File: config.mk
export PLATFORM = sky130hd
export DESIGN_NAME = rv_mc_ctrl
export DESIGN_NICKNAME = d
export VERILOG_FILES = /design/src/rtl/rv32i_pkg.sv /design/src/rtl/rv_opclass.sv /design/src/rtl/rv_mc_ctrl.sv
export SDC_FILE = /design/constraint.sdc
export NUM_CORES = 1
export LEC_CHECK = 0
export CAP_MARGIN = 20
export CORE_MARGIN = 1.5
export CORE_UTILIZATION = 42
export DETAILED_ROUTE_END_ITERATION = 10
export PLACE_DENSITY = 0.87
export REMOVE_ABC_BUFFERS = 1
export SKIP_LAST_GASP = 1
export SYNTH_ARGS = -nofsm -noshare
export SYNTH_HDL_FRONTEND = slang
export SYNTH_SLANG_ARGS = --single-unit
File: constraint.sdc
create_clock -name clk -period 3.1 [get_ports clk]
set_input_delay 0.465 -clock clk [delete_from_list [all_inputs] [get_ports clk]]
set_output_delay 0.465 -clock clk [all_outputs]
set_load 0.02 [all_outputs]
File: src/rtl/rv32i_pkg.sv
// rv32i_pkg: shared opcode, state and datapath-select encodings for the multi-cycle RV32I core.
// Latency: n/a (types and constants only).
// Backpressure: n/a.
package rv32i_pkg;

  // Base opcodes (inst[6:0]) recognised by the control path
  localparam logic [6:0] OPC_LOAD   = 7'b0000011;
  localparam logic [6:0] OPC_OPIMM  = 7'b0010011;
  localparam logic [6:0] OPC_AUIPC  = 7'b0010111;
  localparam logic [6:0] OPC_STORE  = 7'b0100011;
  localparam logic [6:0] OPC_OP     = 7'b0110011;
  localparam logic [6:0] OPC_LUI    = 7'b0110111;
  localparam logic [6:0] OPC_BRANCH = 7'b1100011;
  localparam logic [6:0] OPC_JALR   = 7'b1100111;
  localparam logic [6:0] OPC_JAL    = 7'b1101111;

  // FSM encoding is visible on the debug state port, so values are fixed
  typedef enum logic [2:0] {
    ST_FETCH  = 3'd0,
    ST_DECODE = 3'd1,
    ST_EXEC   = 3'd2,
    ST_MEM    = 3'd3,
    ST_WB     = 3'd4,
    ST_HALT   = 3'd7
  } state_t;

  typedef enum logic [1:0] {
    PC_PLUS4 = 2'd0,
    PC_IMM   = 2'd1,
    PC_ALU   = 2'd2
  } pc_sel_e;

  typedef enum logic [1:0] {
    ALU_A_RS1  = 2'd0,
    ALU_A_PC   = 2'd1,
    ALU_A_ZERO = 2'd2
  } alu_a_sel_e;

  localparam logic ALU_B_RS2 = 1'b0;
  localparam logic ALU_B_IMM = 1'b1;

  typedef enum logic [1:0] {
    WB_ALU = 2'd0,
    WB_MEM = 2'd1,
    WB_PC4 = 2'd2
  } wb_sel_e;

  // One-hot instruction class; legal is the OR of the class flags
  typedef struct packed {
    logic is_load;
    logic is_store;
    logic is_branch;
    logic is_jal;
    logic is_jalr;
    logic is_lui;
    logic is_auipc;
    logic is_op;
    logic is_opimm;
    logic legal;
  } opclass_t;

endpackage

File: src/rtl/rv_opclass.sv
// rv_opclass: combinational decode of inst[6:0] into one-hot instruction class flags.
// Latency: 0 cycles (pure combinational).
// Backpressure: none.
module rv_opclass
  import rv32i_pkg::*;
(
  input  logic [6:0] opcode_i,
  output opclass_t   cls_o
);

  // Map the opcode to exactly one class flag; unknown opcodes leave all flags clear
  always_comb begin
    cls_o = '0;
    case (opcode_i)
      OPC_LOAD:   cls_o.is_load   = 1'b1;
      OPC_STORE:  cls_o.is_store  = 1'b1;
      OPC_BRANCH: cls_o.is_branch = 1'b1;
      OPC_JAL:    cls_o.is_jal    = 1'b1;
      OPC_JALR:   cls_o.is_jalr   = 1'b1;
      OPC_LUI:    cls_o.is_lui    = 1'b1;
      OPC_AUIPC:  cls_o.is_auipc  = 1'b1;
      OPC_OP:     cls_o.is_op     = 1'b1;
      OPC_OPIMM:  cls_o.is_opimm  = 1'b1;
      default:    cls_o           = '0;
    endcase
    cls_o.legal = cls_o.is_load | cls_o.is_store | cls_o.is_branch | cls_o.is_jal |
                  cls_o.is_jalr | cls_o.is_lui | cls_o.is_auipc | cls_o.is_op | cls_o.is_opimm;
  end

endmodule

File: src/rtl/rv_mc_ctrl.sv
// rv_mc_ctrl: multi-cycle RV32I control FSM driving datapath selects, enables and the memory handshake.
// Latency: branch 3, ALU/LUI/AUIPC/jump/store 4, load 5 cycles with zero-wait memory.
// Backpressure: FETCH/MEM hold until mem_ready; MEM_TIMEOUT>0 halts with sticky bus_err.
// Build option RV_MC_CTRL_ILLEGAL_TRAP_EN: illegal opcodes halt and set the sticky illegal_op port.
module rv_mc_ctrl
  import rv32i_pkg::*;
#(
  parameter int INSTRET_W   = 32,
  parameter int MEM_TIMEOUT = 0
) (
  input  logic                 clk,
  input  logic                 rst_n,
  input  logic [31:0]          inst,
  input  logic                 mem_ready,
  input  logic                 br_taken,
  output logic                 mem_req,
  output logic                 mem_we,
  output logic                 mem_ifetch,
  output logic                 ir_we,
  output logic                 rf_we,
  output logic                 pc_we,
  output logic [1:0]           pc_sel,
  output logic [1:0]           alu_a_sel,
  output logic                 alu_b_sel,
  output logic [1:0]           wb_sel,
  output logic [2:0]           state,
  output logic [INSTRET_W-1:0] instret,
  output logic                 halted,
  output logic                 bus_err
`ifdef RV_MC_CTRL_ILLEGAL_TRAP_EN
  ,
  output logic                 illegal_op
`endif
);

  localparam int WAIT_W = (MEM_TIMEOUT > 0) ? $clog2(MEM_TIMEOUT + 1) : 1;

  state_t               state_q, state_d;
  logic [WAIT_W-1:0]    wait_q, wait_d;
  logic [INSTRET_W-1:0] instret_q, instret_d;
  logic                 bus_err_q, bus_err_d;
  opclass_t             cls;
  logic                 in_wait, timeout, retire;

  // Upper IR bits feed the immediate generator and ALU decode, not this FSM
  logic unused_inst_hi;
  assign unused_inst_hi = ^inst[31:7];

  rv_opclass u_opclass (
    .opcode_i (inst[6:0]),
    .cls_o    (cls)
  );

  // Wait counter runs only while a request is outstanding without ready
  assign in_wait = (state_q == ST_FETCH) || (state_q == ST_MEM);
  assign wait_d  = (in_wait && !mem_ready) ? wait_q + 1'b1 : '0;
  assign timeout = (MEM_TIMEOUT != 0) && in_wait && !mem_ready &&
                   (wait_q == WAIT_W'(MEM_TIMEOUT - 1));

  // A legal instruction retires on the cycle that commits its PC update
  assign retire    = pc_we && cls.legal;
  assign instret_d = instret_q + {{(INSTRET_W-1){1'b0}}, retire};
  assign bus_err_d = bus_err_q | timeout;

  // State register plus the registered status outputs
  always_ff @(posedge clk or negedge rst_n) begin
    if (!rst_n) begin
      state_q   <= ST_FETCH;
      wait_q    <= '0;
      instret_q <= '0;
      bus_err_q <= 1'b0;
    end else begin
      state_q   <= state_d;
      wait_q    <= wait_d;
      instret_q <= instret_d;
      bus_err_q <= bus_err_d;
    end
  end

`ifdef RV_MC_CTRL_ILLEGAL_TRAP_EN
  logic illegal_q;
  // Sticky flag for an illegal opcode seen in DECODE
  always_ff @(posedge clk or negedge rst_n) begin
    if (!rst_n) begin
      illegal_q <= 1'b0;
    end else if ((state_q == ST_DECODE) && !cls.legal) begin
      illegal_q <= 1'b1;
    end
  end
  assign illegal_op = illegal_q;
`endif

  // Next-state selection
  always_comb begin
    state_d = state_q;
    case (state_q)
      ST_FETCH: begin
        if (timeout)        state_d = ST_HALT;
        else if (mem_ready) state_d = ST_DECODE;
      end
      ST_DECODE: begin
        if (cls.legal) state_d = ST_EXEC;
`ifdef RV_MC_CTRL_ILLEGAL_TRAP_EN
        else           state_d = ST_HALT;
`else
        else           state_d = ST_FETCH;
`endif
      end
      ST_EXEC: begin
        if (cls.is_load || cls.is_store) state_d = ST_MEM;
        else if (cls.is_branch)          state_d = ST_FETCH;
        else if (cls.is_op || cls.is_opimm || cls.is_lui || cls.is_auipc ||
                 cls.is_jal || cls.is_jalr) state_d = ST_WB;
        else                             state_d = ST_FETCH;
      end
      ST_MEM: begin
        if (timeout)        state_d = ST_HALT;
        else if (mem_ready) state_d = cls.is_store ? ST_FETCH : ST_WB;
      end
      ST_WB:   state_d = ST_FETCH;
      ST_HALT: state_d = ST_HALT;
      default: state_d = ST_FETCH;
    endcase
  end

  // Datapath selects and strobes; strobes forced low while reset is asserted
  always_comb begin
    mem_req    = 1'b0;
    mem_we     = 1'b0;
    mem_ifetch = 1'b0;
    ir_we      = 1'b0;
    rf_we      = 1'b0;
    pc_we      = 1'b0;
    pc_sel     = PC_PLUS4;
    wb_sel     = WB_ALU;
    // Operand selects follow the class in every state so alu_y stays valid into MEM/WB
    alu_a_sel  = cls.is_lui ? ALU_A_ZERO : (cls.is_auipc ? ALU_A_PC : ALU_A_RS1);
    alu_b_sel  = (cls.is_opimm || cls.is_load || cls.is_store || cls.is_jalr ||
                  cls.is_lui || cls.is_auipc) ? ALU_B_IMM : ALU_B_RS2;
    case (state_q)
      ST_FETCH: begin
        mem_req    = 1'b1;
        mem_ifetch = 1'b1;
        ir_we      = mem_ready;
      end
      ST_DECODE: begin
`ifndef RV_MC_CTRL_ILLEGAL_TRAP_EN
        pc_we = !cls.legal;
`endif
      end
      ST_EXEC: begin
        if (cls.is_branch) begin
          pc_we  = 1'b1;
          pc_sel = br_taken ? PC_IMM : PC_PLUS4;
        end
      end
      ST_MEM: begin
        mem_req = 1'b1;
        mem_we  = cls.is_store;
        pc_we   = mem_ready && cls.is_store;
      end
      ST_WB: begin
        rf_we  = 1'b1;
        pc_we  = 1'b1;
        wb_sel = cls.is_load ? WB_MEM : ((cls.is_jal || cls.is_jalr) ? WB_PC4 : WB_ALU);
        pc_sel = cls.is_jal ? PC_IMM : (cls.is_jalr ? PC_ALU : PC_PLUS4);
      end
      default: ;
    endcase
    if (!rst_n) begin
      mem_req = 1'b0;
      mem_we  = 1'b0;
      ir_we   = 1'b0;
      rf_we   = 1'b0;
      pc_we   = 1'b0;
    end
  end

  assign state   = state_q;
  assign instret = instret_q;
  assign halted  = (state_q == ST_HALT);
  assign bus_err = bus_err_q;

endmodule

==> reports/qor.txt, run 1 <==
Tcrit/Tclk final -> 92.5%
startpoint types -> primary input
nets -> 304
worst setup margin -> 233 ps
Post-Syn Area -> 1900 um^2
leakage power -> 1.32 nW
Synth Area in Compound Gates -> 5.93%
Post-Synth XOR/XNOR Area -> 14.7%
initial antenna violation count -> 0
GRT overflow -> 0
row count -> 24
largest net degree at the start of global routing -> 36
share of cells above drive strength 1 -> 19.5%
CP endpoint kind -> flop
Synth Instances -> 179
Routed Antenna Nets -> 0
simple-gate share of the synthesized area -> 28.6%
Worst Path Max Fanout -> 4
final hold violation count -> 0
synthesized flop and latch total -> 35
Die ar. -> 4930 um^2
main combinational cell family by area after synthesis -> simple AND/OR/NAND/NOR gates
Finished Layout Cells -> 319
RSZ-0062 raised after global routing -> false
outcome -> finished clean
total CTS buffers -> 5
DR vias -> 1659
Int Power -> 821 uW
launching point of the worst reg2reg path -> state[2]$_DFFE_PN0P_
n_diodes -> 0
global-route wire length before repair -> 7.31 mm
Routed WL per cell -> 13.9 um
final number of setup-violating endpoints -> 0
Layout Skew -> 6.37 ps
CTS root buf -> clkbuf_8
I/O Pins -> 86
fin area -> 2910 um^2
Total Wirelength -> 4.45 mm
YS warnings -> 0
Req. time, crit path -> 3280 ps
synth unique cells -> 47
core area -> 4350 um^2
cts hold-fix bufs -> 0
vias in the first global route -> 1627
placed instance count -> 309
H-tree levels -> 2
Post-DP HPWL -> 3.25 mm
Skew-Pair Late Insertion Delay -> 290 ps
critical path, cell by cell -> clkdlybuf4s50_1 > nand3b_1 > nor3_1 > a21boi_0 > o21ai_2 > and4_1 > ha_2 > buf_4 > ha_4 > nand2_2 > nor4_4 > and3_4 > nand4_1 > xnor2_1
vias per std cell -> 5.20
dpl cell area -> 2710 um^2
clock power share -> 46.9%
Pre-antenna DRT Iters -> 5
CP max stage delay -> 480 ps
sequential power share -> 44.2%
class of the worst hold path -> primary input to async pin
worst setup path category -> primary input to flop
TritonCTS clock tree -> built
clk sink count -> 35
Layout fillers -> 338
I/O Buffers -> 59
Arr. time, crit path -> 3040 ps
pwr/cell area -> 357 nW/um^2
slowest CP cell -> clkdlybuf4s50_1
Die X -> 70.2 um
Post-Syn Area per Cell -> 10.6 um^2
area grow syn2layout -> 53.3%
Worst IR Drop VDD -> 0.000205 V
post-place setup slack -> -265 ps
area occupied by multi-input gates -> 1010 um^2
CTS clk-pin slew, worst paths -> 70 ps
Fmax achieved -> 349 MHz
Net Sw Frac -> 20.9%
sequential share of the synthesized area -> 46.1%
Storage cell area -> 876 um^2
clock period minus worst slack -> 2870 ps
Die Ht -> 70.2 um
switching power total -> 217 uW
Post-Synth Adder-Cell Area -> 1.32%
Power, Total -> 1.04 mW
WHS -> 274 ps
Total GRT Usage -> 18.3%
maximum clock path buffer count -> 2
combinational power share -> 8.9%
drc violations -> 0
Initial Util -> 43.6%
CP Launch Point -> inst[5]
Starting DRT DRC Count -> 143
multiplexer area fraction after synthesis -> 0.527%
RePlAce Congestion -> 0.844
Pins Over Slew Limit -> 0
# Max-Cap Violations -> 0
-- power groups by stage --
stage	registers (mW)	logic, mW	clock network [mW]
floorplan	0.473	0.0283	0
CTS	0.459	0.0915	0.498
global placement	0.468	0.0886	0
detailed placement	0.468	0.0910	0
finish	0.459	0.0922	0.486
global route	0.459	0.0999	0.513
-- cells by family (layout without fill, tap and decap cells) --
| kind of cell | Yosys count | in the layout |
|---|---|---|
| adder cells (fa/ha/maj) | 2 | 2 |
| multiplexers | 1 | 1 |
| other | 1 | 1 |
| AND/OR/NAND/NOR | 82 | 82 |
| AO/OA/AOI/OAI | 17 | 17 |
| flip-flops | 35 | 35 |
| XOR/XNOR | 31 | 31 |
| buffers and inverters | 10 | 98 |
-- registers in the layout, summed over array words and instances (netlist names) --
register / cells
state: 3
instret: 32
-- Yosys cell counts (all sizes together) --
master	instances	area share, %
and2b	1	0.40
a2111oi	1	0.46
ha	2	1.3
nand2	15	3.0
and2	2	0.73
o21a	1	0.40
a22oi	1	0.40
o21ai	3	0.79
nor2	7	1.4
dfrtp	35	46
and3	7	2.6
and4	4	1.8
nor2b	3	0.99
or2	1	0.33
inv	5	0.99
nand3	11	4.1
xnor2	23	11
or3	1	0.33
o31ai	1	0.40
nor4b	2	1.3
a21boi	4	1.6
buf	2	0.99
nand4b	1	0.46
nand3b	1	0.40
nand2b	3	0.99
nor3b	3	1.2
a21oi	3	0.79
conb	1	0.20
o21bai	1	0.40
a211oi	1	0.40
nand4	8	4.2
clkbuf	3	0.59
nor4	3	2.1
o22ai	1	0.33
xor2	8	3.7
mux2i	1	0.53
nor3	9	2.4
-- area by class of cell --
class / instances / share of cell area, %
tap: 52 / 2.24
multi-input combinational: 134 / 34.7
clock buffer: 6 / 2.49
inverter: 5 / 0.645
clock inverter: 2 / 2.06
timing repair buffer: 85 / 27.8
sequential: 35 / 30.1
-- what timing repair did --
item / in CTS / in global routing
endpoints found under the hold margin: 0 / 0
endpoints found under the setup margin: 0 / 20
buffers inserted: 0 / 2
gates resized for setup: 0 / 15
-- worst max-delay path: cells and delay by family --
kind,cells,cell delay [ps]
AO/OA/AOI/OAI,2,230
XOR/XNOR,1,140
adder cells (fa/ha/maj),2,300
buffers and inverters,2,600
AND/OR/NAND/NOR,7,1300
-- path summary, 6_finish.rpt --
path                                         endpoint  slack, ps  depth (start not counted)
worst max-delay path            instret[20]$_DFF_PN0_        230                         14
worst min-delay path             instret[0]$_DFF_PN0_        270                          2
worst max register to register  instret[20]$_DFF_PN0_        340                         13
worst min register to register  instret[31]$_DFF_PN0_        480                          1
max in group asynchronous       instret[11]$_DFF_PN0_       2520                          2
min in group clk                instret[31]$_DFF_PN0_        480                          1
-- metrics by stage --
| stage | utilization (%) | setup TNS [ps] |
|---|---|---|
| 4_1_cts | 65.3 | 0 |
| 3_5_place_dp | 62.3 | -3820 |
| 2_1_floorplan | - | 0 |
| 6_report | 66.8 | 0 |
| 5_1_grt | 66.8 | 0 |
| 3_3_place_gp | 62.3 | -2300 |
-- metal layers --
| metal | share of wire, % | GRT usage [%] | vias to the layer above |
|---|---|---|---|
| met5 | 0 | 0 | - |
| met4 | 1.5 | 5.13 | 0 |
| met3 | 5.3 | 4.76 | 8 |
| met2 | 49 | 30.3 | 57 |
| met1 | 44 | 23.7 | 792 |
| li1 | - | - | 802 |
-- cell usage in the layout (no fill, tap or decap), types with 2 or more instances in the layout --
cell type / Yosys / routed
clkdlybuf4s50_1: 0 / 52
dfrtp_1: 35 / 35
buf_4: 1 / 25
xnor2_1: 22 / 22
nand2_1: 15 / 13
nor3_1: 9 / 9
nand3_1: 8 / 8
xor2_1: 8 / 8
and3_1: 6 / 6
nand4_1: 6 / 6
nor2_1: 7 / 6
dlymetal6s2s_1: 0 / 6
inv_1: 5 / 5
clkbuf_8: 0 / 5
and4_1: 4 / 4
a21boi_0: 4 / 4
nand2b_1: 3 / 3
nor2b_1: 3 / 3
nor3b_1: 3 / 3
a21oi_1: 3 / 3
nand2_2: 0 / 2
nand4_4: 2 / 2
nand3_2: 2 / 2
o21ai_0: 3 / 2
bufinv_16: 0 / 2
Note: power is estimated with default switching activity, not from simulation.
==> run 2, diff against run 1 <==
- CORE_UTILIZATION: 42 -> 38
- PLACE_DENSITY: 0.87 -> 0.83
- clock period: 3.1 -> 2.5 ns (I/O delays scaled with it)
==> run 2 against run 1 <==
Effect of this change: global-route usage increased by 0.19 points; register-to-register slack worse by 270 ps; utilization fell by 2.9 points; critical endpoint is now instret[19]$_DFF_PN0_; critical path type is now flop to flop.
==> reports/qor.txt, run 2 (synthesized netlist as in run 1, its figures left out) <==
outcome -> finished clean (unchanged)
Skew-Pair Late Insertion Delay -> 290 ps (about the same)
Post-DP HPWL -> 3.32 mm (was 3.25 mm)
layer carrying the most global-route usage -> met2 (unchanged)
sequential power share -> 49.7% (was 44.2%)
clk sink count -> 35 (unchanged)
final number of setup-violating endpoints -> 0 (unchanged)
Int Power -> 876 uW (was 821 uW)
Routed Antenna Nets -> 0 (unchanged)
class of the worst hold path -> primary input to async pin (unchanged)
Total Wirelength -> 4.81 mm (was 4.45 mm)
I/O Pins -> 86 (unchanged)
CTS clk-pin slew, worst paths -> 70 ps (about the same)
# Max-Cap Violations -> 0 (unchanged)
Die X -> 73.7 um (was 70.2 um)
startpoint types -> flop (was primary input)
Starting DRT DRC Count -> 67 (was 143)
maximum clock path buffer count -> 2 (unchanged)
row count -> 25 (was 24)
leakage power -> 1.42 nW (was 1.32 nW)
Die Ht -> 73.7 um (was 70.2 um)
Net Sw Frac -> 24.0% (was 20.9%)
global-route wire length before repair -> 7.82 mm (was 7.31 mm)
switching power total -> 277 uW (was 217 uW)
Tcrit/Tclk final -> 97.3%
Fmax achieved -> 411 MHz
Routed WL per cell -> 13.9 um (about the same)
combinational power share -> 10.7% (was 8.9%)
Die ar. -> 5430 um^2 (was 4930 um^2)
Worst R2R End -> instret[19]$_DFF_PN0_ (was instret[20]$_DFF_PN0_)
GRT overflow -> 0 (unchanged)
Pins Over Slew Limit -> 0 (unchanged)
R2R setup slack -> 70 ps (was 340 ps)
final hold violation count -> 0 (unchanged)
area grow syn2layout -> 60.1% (was 53.3%)
launching point of the worst reg2reg path -> state[1]$_DFFE_PN0P_ (was state[2]$_DFFE_PN0P_)
share of cells above drive strength 1 -> 28.1% (was 19.5%)
Pre-antenna DRT Iters -> 4 (was 5)
GR Util met3 -> 5.35% (was 4.76%)
RSZ-0062 raised after global routing -> true (was false)
max reg flops -> 32 (unchanged)
CP Launch Point -> state[1]$_DFFE_PN0P_ (was inst[5])
vias per std cell -> 5.01 (was 5.20)
TritonCTS clock tree -> built (unchanged)
CP endpoint kind -> flop (unchanged)
drc violations -> 0 (unchanged)
most common cell after layout, fill and taps aside -> clkdlybuf4s50_1 (unchanged)
Initial Util -> 39.9% (was 43.6%)
total CTS buffers -> 5 (unchanged)
largest net degree at the start of global routing -> 33 (was 36)
placed instance count -> 327 (was 309)
I/O Buffers -> 59 (unchanged)
Req. time, crit path -> 2710 ps (was 3280 ps)
clock period minus worst slack -> 2430 ps
Worst IR Drop VDD -> 0.000199 V (was 0.000205 V)
core area -> 4750 um^2 (was 4350 um^2)
Total GRT Usage -> 18.5% (was 18.3%)
H-tree levels -> 2 (unchanged)
nets -> 315 (was 304)
pwr/cell area -> 379 nW/um^2 (was 357 nW/um^2)
Finished Layout Cells -> 345 (was 319)
worst setup path category -> flop to flop (was primary input to flop)
Total Neg Setup Slack -> 0 ps (unchanged)
Worst Path Max Fanout -> 5 (was 4)
clock power share -> 39.7% (was 46.9%)
most frequent cells in the layout -> 45 x clkdlybuf4s50_1, 34 x dfrtp_1, 33 x buf_4 (was 52 x clkdlybuf4s50_1, 35 x dfrtp_1, 25 x buf_4)
vias in the first global route -> 1749 (was 1627)
GR Util met2 -> 31.3% (was 30.3%)
CTS root buf -> clkbuf_8 (unchanged)
DR vias -> 1728 (was 1659)
worst reg2reg path depth -> 13 (unchanged)
Arr. time, crit path -> 2640 ps (was 3040 ps)
Layout Skew -> 7.90 ps (was 6.37 ps)
initial antenna violation count -> 0 (unchanged)
RePlAce Congestion -> 0.778 (was 0.844)
n_diodes -> 0 (unchanged)
GRT met1 Usage -> 22.2% (was 23.7%)
-- run 2: cell types whose count changed in the layout (fill, tap and decap cells not counted), sizes merged --
cell	previous run	this run
bufinv	2	0
clkinvlp	0	1
buf	27	42
clkbuf	6	7
dlygate4sd3	0	1
clkdlybuf4s15	0	1
clkdlybuf4s50	52	45
dlygate4sd2	0	3
dlymetal6s2s	6	4
-- run 2: final cells by class --
cell class / instances / area, um^2
Fill cell: 373 / 1720
Multi-Input combinational cell: 134 / 1090
Sequential cell: 35 / 877
Timing Repair Buffer: 96 / 868
Clock buffer: 7 / 96.3
Tap cell: 67 / 83.8
Inverter: 5 / 18.8
Clock inverter: 1 / 7.51
-- run 2: worst max-delay path, cell delays in order, from the launching register on --
cell,delay (ps)
dfrtp_1,430
nor2b_4,180
nor3b_2,160
a21boi_1,100
o21ai_2,90
and4_4,250
ha_4,150
buf_6,100
nand3_4,80
nor4_4,180
buf_4,160
and3_4,180
and3_1,160
xor2_1,140
-- run 2: routing by layer --
metal / vias to the layer above / part of all wire, %
met1: 829 / 41
met3: 12 / 6.2
li1: 821 / -
met5: - / 0
met2: 66 / 50
met4: 0 / 2.1
-- run 2: power groups by stage --
stage / sequential, mW / clock, mW / combinational, mW
after floorplan: 0.586 / 0 / 0.0351
after global placement: 0.582 / 0 / 0.113
after detailed placement: 0.582 / 0 / 0.115
after CTS: 0.572 / 0.465 / 0.120
after global routing: 0.572 / 0.484 / 0.134
final: 0.572 / 0.457 / 0.123
-- run 2: per-stage QoR --
stage	utilization, %	power [mW]	hold WS, ps	worst slack (ps)	area, um^2
after floorplan	-	0.622	79.4	-221	1870
after global placement	57.9	0.695	220	-571	2750
after detailed placement	57.9	0.697	222	-633	2750
after CTS	62.8	1.16	231	-36.9	2990
after global routing	63.9	1.19	272	-91.0	3040
final	63.9	1.15	230	68.0	3040
-- run 2: how the worst max path moves through the flow --
stage | slack, ps | cells after the start | end
2_1_floorplan | -220 | 11 | instret[29]$_DFF_PN0_
3_3_place_gp | -570 | 13 | instret[19]$_DFF_PN0_
3_5_place_dp | -630 | 13 | instret[17]$_DFF_PN0_
4_1_cts | -40 | 12 | instret[20]$_DFF_PN0_
5_1_grt | -90 | 12 | instret[20]$_DFF_PN0_
6_report | 70 | 13 | instret[19]$_DFF_PN0_
-- run 2: repair_timing --
action | 4_1_cts | 5_1_grt
endpoints found under the setup margin | 34 | 25
gates resized for setup | 45 | 13
setup buffers | 6 | 3
endpoints found under the hold margin | 3 | 0
pin swaps | 15 | 14
hold buffers | 1 | 0
==> run 3, diff against run 2 <==
- CTS_CLUSTER_DIAMETER: not set -> 150
- GPL_TIMING_DRIVEN: not set -> 0
==> run 3 against run 2 <==
Effect of this change: count of clock-buffer cells in the layout decreased by 1; clock skew about the same; largest power group unchanged; first-iteration DRC count up 60%; sequential cell count unchanged; final cell count is 4.3% lower; global-route usage decreased by 0.54 points; utilization is 1.8 points lower; critical endpoint unchanged.
==> reports/qor.txt, run 3 (synthesized netlist as in run 1, its figures left out) <==
outcome -> finished clean (unchanged)
vias in the first global route -> 1689 (was 1749)
cts hold-fix bufs -> 0 (was 1)
Worst Path Max Fanout -> 5 (unchanged)
Finished Layout Cells -> 330 (was 345)
CTS root buf -> clkbuf_8 (unchanged)
critical path, cell by cell -> buf_6 > nor3b_2 > a21boi_1 > o21ai_2 > and4_1 > ha_2 > buf_4 > nand3_4 > nor4_4 > and3_4 > and3_4 > xor2_2 (was nor2b_4 > nor3b_2 > a21boi_1 > o21ai_2 > and4_4 > ha_4 > buf_6 > nand3_4 > nor4_4 > buf_4 > and3_4 > and3_1 > xor2_1)
Layout Skew -> 7.40 ps (was 7.90 ps)
Arr. time, crit path -> 2690 ps (was 2640 ps)
max reg flops -> 32 (unchanged)
Worst R2R End -> instret[19]$_DFF_PN0_ (unchanged)
nets -> 301 (was 315)
Die Ht -> 73.7 um (unchanged)
R2R setup slack -> 4 ps (was 70 ps)
largest net degree at the start of global routing -> 40 (was 33)
maximum clock path buffer count -> 2 (unchanged)
slowest CP cell -> dfrtp_2 (was dfrtp_1)
n_diodes -> 0 (unchanged)
initial antenna violation count -> 0 (unchanged)
Die ar. -> 5430 um^2 (unchanged)
# Max-Cap Violations -> 0 (unchanged)
CP max stage delay -> 470 ps (was 430 ps)
clk sink count -> 35 (unchanged)
placed instance count -> 300 (was 327)
area grow syn2layout -> 55.4% (was 60.1%)
drc violations -> 0 (unchanged)
DR vias -> 1653 (was 1728)
Top delay family on crit path -> simple AND/OR/NAND/NOR gates (unchanged)
Post-DP HPWL -> 3.02 mm (was 3.32 mm)
Total GRT Usage -> 18.0% (was 18.5%)
worst setup path category -> flop to flop (unchanged)
launching point of the worst reg2reg path -> state[0]$_DFFE_PN0P_ (was state[1]$_DFFE_PN0P_)
Total Wirelength -> 4.61 mm (was 4.81 mm)
RSZ-0062 raised after global routing -> true (unchanged)
Routed Antenna Nets -> 0 (unchanged)
Tcrit/Tclk final -> 99.9% (was 97.3%)
GRT overflow -> 0 (unchanged)
startpoint types -> flop (unchanged)
Skew-Pair Late Insertion Delay -> 280 ps (was 290 ps)
CP endpoint kind -> flop (unchanged)
Die X -> 73.7 um (unchanged)
area occupied by multi-input gates -> 1130 um^2 (was 1090 um^2)
CP Launch Point -> state[0]$_DFFE_PN0P_ (was state[1]$_DFFE_PN0P_)
final number of setup-violating endpoints -> 0 (unchanged)
H-tree levels -> 2 (unchanged)
most frequent cells in the layout -> 48 x clkdlybuf4s50_1, 32 x dfrtp_1, 22 x xnor2_1 (was 45 x clkdlybuf4s50_1, 34 x dfrtp_1, 33 x buf_4)
Most common cell on crit path -> and3_4
global-route wire length before repair -> 7.64 mm (was 7.82 mm)
fin area -> 2950 um^2 (was 3040 um^2)
Power, Total -> 1.09 mW (was 1.15 mW)
dpl cell area -> 2540 um^2 (was 2750 um^2)
vias per std cell -> 5.01 (about the same)
Critical path buffers and inverters -> 2 (unchanged)
CTS clk-pin slew, worst paths -> 70 ps (about the same)
RePlAce Congestion -> 0.782 (was 0.778)
Routed WL per cell -> 14.0 um (was 13.9 um)
Req. time, crit path -> 2690 ps (was 2710 ps)
pwr/cell area -> 371 nW/um^2 (was 379 nW/um^2)
most common cell after layout, fill and taps aside -> clkdlybuf4s50_1 (unchanged)
Initial Util -> 39.9% (unchanged)
Starting DRT DRC Count -> 107 (was 67)
Storage cell area -> 880 um^2 (was 877 um^2)
Total Neg Setup Slack -> 0 ps (unchanged)
row count -> 25 (unchanged)
WHS -> 49.4 ps (was 230 ps)
I/O Pins -> 86 (unchanged)
Core Util, Final -> 62.1% (was 63.9%)
worst setup margin -> 3.70 ps (was 68.0 ps)
class of the worst hold path -> primary input to async pin (unchanged)
final hold violation count -> 0 (unchanged)
worst reg2reg path depth -> 12 (was 13)
core area -> 4750 um^2 (unchanged)
Layout fillers -> 399 (was 373)
Worst IR Drop VDD -> 0.000194 V (was 0.000199 V)
share of cells above drive strength 1 -> 27.4% (was 28.1%)
leakage power -> 1.32 nW (was 1.42 nW)
Pre-antenna DRT Iters -> 4 (unchanged)
TritonCTS clock tree -> built (unchanged)
clock period minus worst slack -> 2500 ps (was 2430 ps)
total CTS buffers -> 5 (unchanged)
post-place setup slack -> -1190 ps (was -633 ps)
Pins Over Slew Limit -> 0 (unchanged)
Fmax achieved -> 401 MHz (was 411 MHz)
I/O Buffers -> 59 (unchanged)
run 3: cell types whose count changed in the layout (fill, tap and decap cells not counted), sizes merged:
| cell | change |
|---|---|
| dlygate4sd2 | -2 |
| clkbuf | -1 |
| clkinv | +1 |
| clkdlybuf4s50 | +3 |
| dlygate4sd3 | -1 |
| clkinvlp | -1 |
| dlymetal6s2s | -2 |
| buf | -11 |
| clkdlybuf4s15 | -1 |
run 3: report_power, final:
part / total (mW) / switching (mW) / internal [mW]
Clock: 0.400 / 0.184 / 0.216
Combinational: 0.121 / 0.0662 / 0.0545
Sequential: 0.574 / 0.00487 / 0.569
run 3: worst register-to-register path, stage by stage, from the launching register on:
cell	delay, ps
dfrtp_2	470
buf_6	140
nor3b_2	150
a21boi_1	110
o21ai_2	80
and4_1	210
ha_2	170
buf_4	130
nand3_4	80
nor4_4	280
and3_4	250
and3_4	190
xor2_2	150
run 3: repair_timing:
item | CTS | global route
pin swaps | 15 | 16
resized for setup | 60 | 18
setup endpoints to repair | 39 | 21
buffers inserted | 15 | 8
run 3: area by class of cell:
| type | count | share of cell area [%] |
|---|---|---|
| Inverter | 5 | 0.636 |
| Timing Repair Buffer | 82 | 25.6 |
| Tap cell | 67 | 2.84 |
| Clock buffer | 6 | 2.80 |
| Clock inverter | 1 | 0.170 |
| Sequential cell | 35 | 29.8 |
| Multi-Input combinational cell | 134 | 38.2 |
run 3: worst max path at each step:
| stage | to | slack [ps] | cells past startpoint |
|---|---|---|---|
| after global routing | instret[19]$_DFF_PN0_ | -120 | 12 |
| after CTS | instret[20]$_DFF_PN0_ | -40 | 12 |
| final | instret[19]$_DFF_PN0_ | 4 | 12 |
| after floorplan | instret[29]$_DFF_PN0_ | -220 | 11 |
| after global placement | instret[29]$_DFF_PN0_ | -1440 | 8 |
| after detailed placement | instret[29]$_DFF_PN0_ | -1190 | 12 |
run 3: metal layers:
metal  wire length, um  vias up  track usage, %
met5                 0        -               0
met4                37        0            4.32
met3               243        6            5.76
met2              2430       57            32.3
met1              1900      798            20.6
li1                  -      792               -
